$ cat config.mk
export PLATFORM = sky130hd
export DESIGN_NAME = audio_sample_fifo_flat
export DESIGN_NICKNAME = d
export VERILOG_FILES = /design/src/rtl/audio_sample_fifo_if.sv /design/src/rtl/audio_sample_fifo.sv /design/src/flat_wrapper.sv
export SDC_FILE = /design/constraint.sdc
export NUM_CORES = 1
export LEC_CHECK = 0
export CAP_MARGIN = 10
export CORE_AREA = 2 2 87 89
export DETAILED_ROUTE_END_ITERATION = 16
export DIE_AREA = 0 0 89 91
export PLACE_DENSITY = 0.83
export SLEW_MARGIN = 25
export SYNTH_ARGS = -nofsm -noshare
export SYNTH_HDL_FRONTEND = slang
export SYNTH_SLANG_ARGS = --single-unit
export TNS_END_PERCENT = 100
$ cat constraint.sdc
create_clock -name clk -period 4.3 [get_ports clk]
set_input_delay 1.075 -clock clk [delete_from_list [all_inputs] [get_ports clk]]
set_output_delay 1.075 -clock clk [all_outputs]
set_load 0.01 [all_outputs]
$ cat src/rtl/audio_sample_fifo_if.sv
// Sample-FIFO bus: producer-side push/flush controls and the FIFO status/level returns.
//   master : drives wr_en, wr_data, flush; observes full, empty, count, level, underflow, overflow
//   slave  : the FIFO side of the same signals
interface audio_sample_fifo_if #(
    parameter int unsigned DEPTH = 8
);
    localparam int unsigned CW = $clog2(DEPTH) + 1;

    logic          wr_en;
    logic [7:0]    wr_data;
    logic          flush;
    logic          full;
    logic          empty;
    logic [CW-1:0] count;
    logic [7:0]    level;
    logic          underflow;
    logic          overflow;

    modport master (
        output wr_en, wr_data, flush,
        input  full, empty, count, level, underflow, overflow
    );

    modport slave (
        input  wr_en, wr_data, flush,
        output full, empty, count, level, underflow, overflow
    );
endinterface

$ cat src/rtl/audio_sample_fifo.sv
// Audio sample FIFO: buffers 8-bit samples from the decoder and releases one
// per SAMPLE_DIV clocks onto a registered PWM level.
//   clk  : single clock, rising edge
//   rstn : asynchronous active-low reset
//   bus  : slave side of audio_sample_fifo_if (push/flush in, status/level out)
module audio_sample_fifo #(
    parameter int unsigned DEPTH      = 8,
    parameter int unsigned SAMPLE_DIV = 750,
    parameter logic [7:0]  MIDSCALE   = 8'h80
) (
    input logic               clk,
    input logic               rstn,
    audio_sample_fifo_if.slave bus
);
    localparam int unsigned AW = $clog2(DEPTH);
    localparam int unsigned CW = AW + 1;
    localparam int unsigned DW = 16;

    logic [7:0]    mem [DEPTH];

    logic [DW-1:0] div_q, div_d;
    logic [AW-1:0] rd_ptr_q, rd_ptr_d;
    logic [AW-1:0] wr_ptr_q, wr_ptr_d;
    logic [CW-1:0] count_q, count_d;
    logic [7:0]    level_q, level_d;
    logic          full_q, full_d;
    logic          empty_q, empty_d;
    logic          underflow_q, underflow_d;
    logic          overflow_q, overflow_d;

    logic          tick_c;
    logic          pop_c;
    logic          push_c;

    // Tick, pop and push qualification; flush suppresses all of them.
    always_comb begin
        tick_c = (div_q == DW'(SAMPLE_DIV - 1));
        pop_c  = !bus.flush && tick_c && (count_q != '0);
        // A same-cycle pop frees a slot, so a full FIFO still accepts the push.
        push_c = !bus.flush && bus.wr_en && ((count_q < CW'(DEPTH)) || pop_c);
    end

    // Next-state for divider, pointers, occupancy, level and event pulses.
    always_comb begin
        div_d       = div_q;
        rd_ptr_d    = rd_ptr_q;
        wr_ptr_d    = wr_ptr_q;
        count_d     = count_q;
        level_d     = level_q;
        underflow_d = 1'b0;
        overflow_d  = 1'b0;

        if (bus.flush) begin
            div_d    = '0;
            rd_ptr_d = '0;
            wr_ptr_d = '0;
            count_d  = '0;
            level_d  = MIDSCALE;
        end else begin
            div_d = tick_c ? '0 : div_q + DW'(1);
            if (pop_c) begin
                rd_ptr_d = rd_ptr_q + AW'(1);
                level_d  = mem[rd_ptr_q];
            end
            if (push_c) begin
                wr_ptr_d = wr_ptr_q + AW'(1);
            end
            if (push_c && !pop_c) begin
                count_d = count_q + CW'(1);
            end else if (pop_c && !push_c) begin
                count_d = count_q - CW'(1);
            end
            // Underflow looks at pre-push occupancy: a push on a tick is not visible to the pop.
            underflow_d = tick_c && (count_q == '0);
            overflow_d  = bus.wr_en && !push_c;
        end

        full_d  = (count_d == CW'(DEPTH));
        empty_d = (count_d == '0);
    end

    always_ff @(posedge clk or negedge rstn) begin
        if (!rstn) begin
            div_q       <= '0;
            rd_ptr_q    <= '0;
            wr_ptr_q    <= '0;
            count_q     <= '0;
            level_q     <= MIDSCALE;
            full_q      <= 1'b0;
            empty_q     <= 1'b1;
            underflow_q <= 1'b0;
            overflow_q  <= 1'b0;
        end else begin
            div_q       <= div_d;
            rd_ptr_q    <= rd_ptr_d;
            wr_ptr_q    <= wr_ptr_d;
            count_q     <= count_d;
            level_q     <= level_d;
            full_q      <= full_d;
            empty_q     <= empty_d;
            underflow_q <= underflow_d;
            overflow_q  <= overflow_d;
        end
    end

    // Sample storage; never reset, only slots that were written are ever read.
    always_ff @(posedge clk) begin
        if (push_c) begin
            mem[wr_ptr_q] <= bus.wr_data;
        end
    end

    assign bus.full      = full_q;
    assign bus.empty     = empty_q;
    assign bus.count     = count_q;
    assign bus.level     = level_q;
    assign bus.underflow = underflow_q;
    assign bus.overflow  = overflow_q;
endmodule

$ cat src/flat_wrapper.sv
// flat-port wrapper written by rule: the top's interface ports become plain ports
module audio_sample_fifo_flat 
#(
    parameter int unsigned DEPTH      = 8,
    parameter int unsigned SAMPLE_DIV = 750,
    parameter logic [7:0]  MIDSCALE   = 8'h80
)
  (clk, rstn, bus_wr_en, bus_wr_data, bus_flush, bus_full, bus_empty, bus_count, bus_level, bus_underflow, bus_overflow);
  audio_sample_fifo_if #(.DEPTH(DEPTH)) bus_i ();
  input logic clk;
  input logic rstn;
  input wire logic [$bits(bus_i.wr_en)-1:0] bus_wr_en;
  input wire logic [$bits(bus_i.wr_data)-1:0] bus_wr_data;
  input wire logic [$bits(bus_i.flush)-1:0] bus_flush;
  output wire logic [$bits(bus_i.full)-1:0] bus_full;
  output wire logic [$bits(bus_i.empty)-1:0] bus_empty;
  output wire logic [$bits(bus_i.count)-1:0] bus_count;
  output wire logic [$bits(bus_i.level)-1:0] bus_level;
  output wire logic [$bits(bus_i.underflow)-1:0] bus_underflow;
  output wire logic [$bits(bus_i.overflow)-1:0] bus_overflow;
  assign bus_i.wr_en = bus_wr_en;
  assign bus_i.wr_data = bus_wr_data;
  assign bus_i.flush = bus_flush;
  assign bus_full = bus_i.full;
  assign bus_empty = bus_i.empty;
  assign bus_count = bus_i.count;
  assign bus_level = bus_i.level;
  assign bus_underflow = bus_i.underflow;
  assign bus_overflow = bus_i.overflow;
  audio_sample_fifo #(.DEPTH(DEPTH), .SAMPLE_DIV(SAMPLE_DIV), .MIDSCALE(MIDSCALE)) u_core (.clk(clk), .rstn(rstn), .bus(bus_i));
endmodule
==> impl_results.md <==
* RePlAce Congestion at 0.882
* Rel. slew slack at 42.7%
* Yosys top cell area share at 43.6%
* Post-layout net count at 354
* Initial antenna violation count at 0
* Worst reg2reg endpoint: u_core.mem[5][4]
* Vias in the first global route at 2,563
* Initial Utilization at 61.7%
* Setup Buffers After CTS at 0
* Die H at 91 microns
* Synth Instances at 300
* Hold-fix buffers at CTS at 0
* #FFs+latches synth at 102
* Layout cells sized above 1 at 17.3%
* RSZ-0062 raised after global routing: no
* Kind of critical path: in2reg
* Largest net degree at the start of global routing at 39
* Setup WS pre-CTS at 0.538 ns
* Post-synth EDFFs at 64
* Most frequent cells in the layout: edfxtp_1 (64), dfrtp_1 (35), nor2_1 (26), clkdlybuf4s50_1 (26), nand3_1 (20)
* R2R depth at 5
* Top FF cell, synth: edfxtp_1
* Initial drt markers at 188
* Fmax at 298 MHz
* # fillers at 491
* Yosys warns at 0
* Worst endpoint required time at 4.29 ns
* Status: completed
* Resized Gates After CTS at 0
* DRC at 0
* Ys async rst share at 37.3%
* Cts bufs inserted at 9
* Clock root cell: clkbuf_8
* Gr usage total at 22.3%
* Commonest non-fill, non-tap cell in the layout: edfxtp_1
* Fin crit share at 78.2%
* Final setup violation count at 0
* PortBufs at 27
* CTS sink count at 102
* Worst setup margin at 0.939 ns
* Leakage at 1.79 nW
* Reg2reg start: u_core.div_q[11]
* Drt total wl at 8200 microns
* Clk_lat worst skew at 0.36 ns
* Area added between synthesis and finish at 14.5%
* Critical Path AT at 3.36 ns
* VDD IR max at 212 uV
* Final Hold Fails at 0
* Die W at 89 microns
* Synth top area cells: edfxtp_1 (44%), dfrtp_1 (20%), mux4_2 (8.2%)
* Startpoint types: primary input
* Htree depth at 3
* CTS tree: built
* Mapped cell area at 0.00441 sq mm
* Clk buf depth at 2
* Via Count at 2,599
* Syn avg cell area at 14.7 sq um
* Vias per cell at 5.91
* Ant diodes at 0
* FF-to-FF setup slack at 1.53 ns
* Dpl hpwl at 5480 microns
* Core ar. at 0.00714 sq mm
* Drt pass-1 iters at 5
* Routed wire per std cell at 18.6 microns
* Clock Skew at 0.00948 ns
* Worst setup path end: u_core.mem[5][4]
* Tightest Pin Transition at 0.860 ns
* Clock-pin slew on the worst setup and hold paths at 0.09 ns
* First-pass GRT wire length at 13,400 microns
* Fin crit period at 3.36 ns
* Die Area at 0.00810 sq mm
* Unique masters post-synth at 51
* Number of core rows at 31
* Area leader, netlist: edfxtp_1
* Post-synth net total at 318
* Max-cap violations at 0
* Worst Setup SP: bus_flush
* Setup TNS at 0 ns
* Register area share after synthesis at 65.2%
* Slew Viols, Final at 0
* CP max FO at 8
* Post-route ant nets at 0
* Total gr overflow at 0
* HP Class: reg2reg
* Setup crit end kind: register
* Cell area power density at 381 mW/mm^2
* IO Count at 28
-- Yosys cell counts, drive strengths merged, types with 5 or more instances --
cell type  count
o21ai         15
clkbuf         7
dfrtp         36
xor2          13
nand3         20
inv            6
nand2b         5
ha             6
nand2         12
a21oi          5
nor2          26
mux4          16
edfxtp        64
buf            5
nor3           5
mux2i          8
-- where the power goes --
| part | total (mW) | internal [mW] | switching, mW |
|---|---|---|---|
| Clock | 0.668 | 0.337 | 0.331 |
| Combinational | 0.168 | 0.0745 | 0.0935 |
| Sequential | 1.09 | 1.07 | 0.0197 |
-- metal layers --
metal  routed length [microns]  global-route usage (%)  up-vias
met1                      3560                    33.6     1299
met5                         0                       0        -
met4                        99                    6.09        0
li1                          -                       -     1203
met2                      4080                    33.7       86
met3                       455                    4.36       11
-- stage by stage --
step | instances | hold WS [ns] | total power, mW | area [sq um] | util [%]
6_report | 440 | 0.493 | 1.92 | 5050 | 70.7
5_1_grt | 440 | 0.529 | 2.00 | 5050 | 70.7
4_1_cts | 440 | 0.496 | 1.93 | 5050 | 70.7
3_5_place_dp | 424 | 0.482 | 1.28 | 4820 | 67.5
3_3_place_gp | 424 | 0.470 | 1.27 | 4820 | 67.5
2_1_floorplan | 300 | 0.453 | 1.20 | 4410 | -
-- kinds of logic after synthesis --
| logic type | synth area share (%) |
|---|---|
| AOI/OAI and AO/OA | 5.20 |
| xor gates and xnor gates | 2.98 |
| adders and majority gates | 1.70 |
| buffers and inverters | 1.68 |
| DFF | 65.2 |
| muxes | 10.3 |
| and+or+nand+nor | 12.9 |
-- worst max-delay path, stage by stage --
cell and delay [ns]:
clkdlybuf4s50_1 0.42, or4bb_1 0.54, or4_4 0.49, nand2_1 0.13, nand3_1 0.16, nor2_1 0.55
-- cell type report --
class | instances | area [sq um] | area share (%)
Inverter | 6 | 22.5 | 0.446
Clock buffer | 9 | 124 | 2.45
Multi-Input combinational cell | 180 | 1460 | 28.9
Tap cell | 99 | 124 | 2.45
Sequential cell | 102 | 2880 | 57.0
Timing Repair Buffer | 37 | 340 | 6.74
Clock inverter | 7 | 103 | 2.03
-- sequential cells by signal, indices dropped and copies added (netlist names) --
| signal | flops |
|---|---|
| u_core.wr_ptr_q | 3 |
| u_core.bus.underflow | 1 |
| u_core.bus.level | 8 |
| u_core.bus.count | 4 |
| u_core.bus.empty | 1 |
| u_core.bus.overflow | 1 |
| u_core.rd_ptr_q | 3 |
| u_core.div_q | 16 |
| u_core.mem | 64 |
| u_core.bus.full | 1 |
-- worst min path at each step --
stage	to	start	cells past startpoint	slack, ns
2_1_floorplan	u_core.div_q[0]	u_core.div_q[0]	1	0.45
3_3_place_gp	u_core.div_q[0]	u_core.div_q[0]	1	0.47
3_5_place_dp	u_core.div_q[0]	u_core.div_q[0]	1	0.48
4_1_cts	u_core.div_q[0]	u_core.div_q[0]	1	0.50
5_1_grt	u_core.div_q[0]	u_core.div_q[0]	1	0.53
6_report	u_core.div_q[0]	u_core.div_q[0]	1	0.49
No activity file was read; power rests on OpenSTA's default activity.
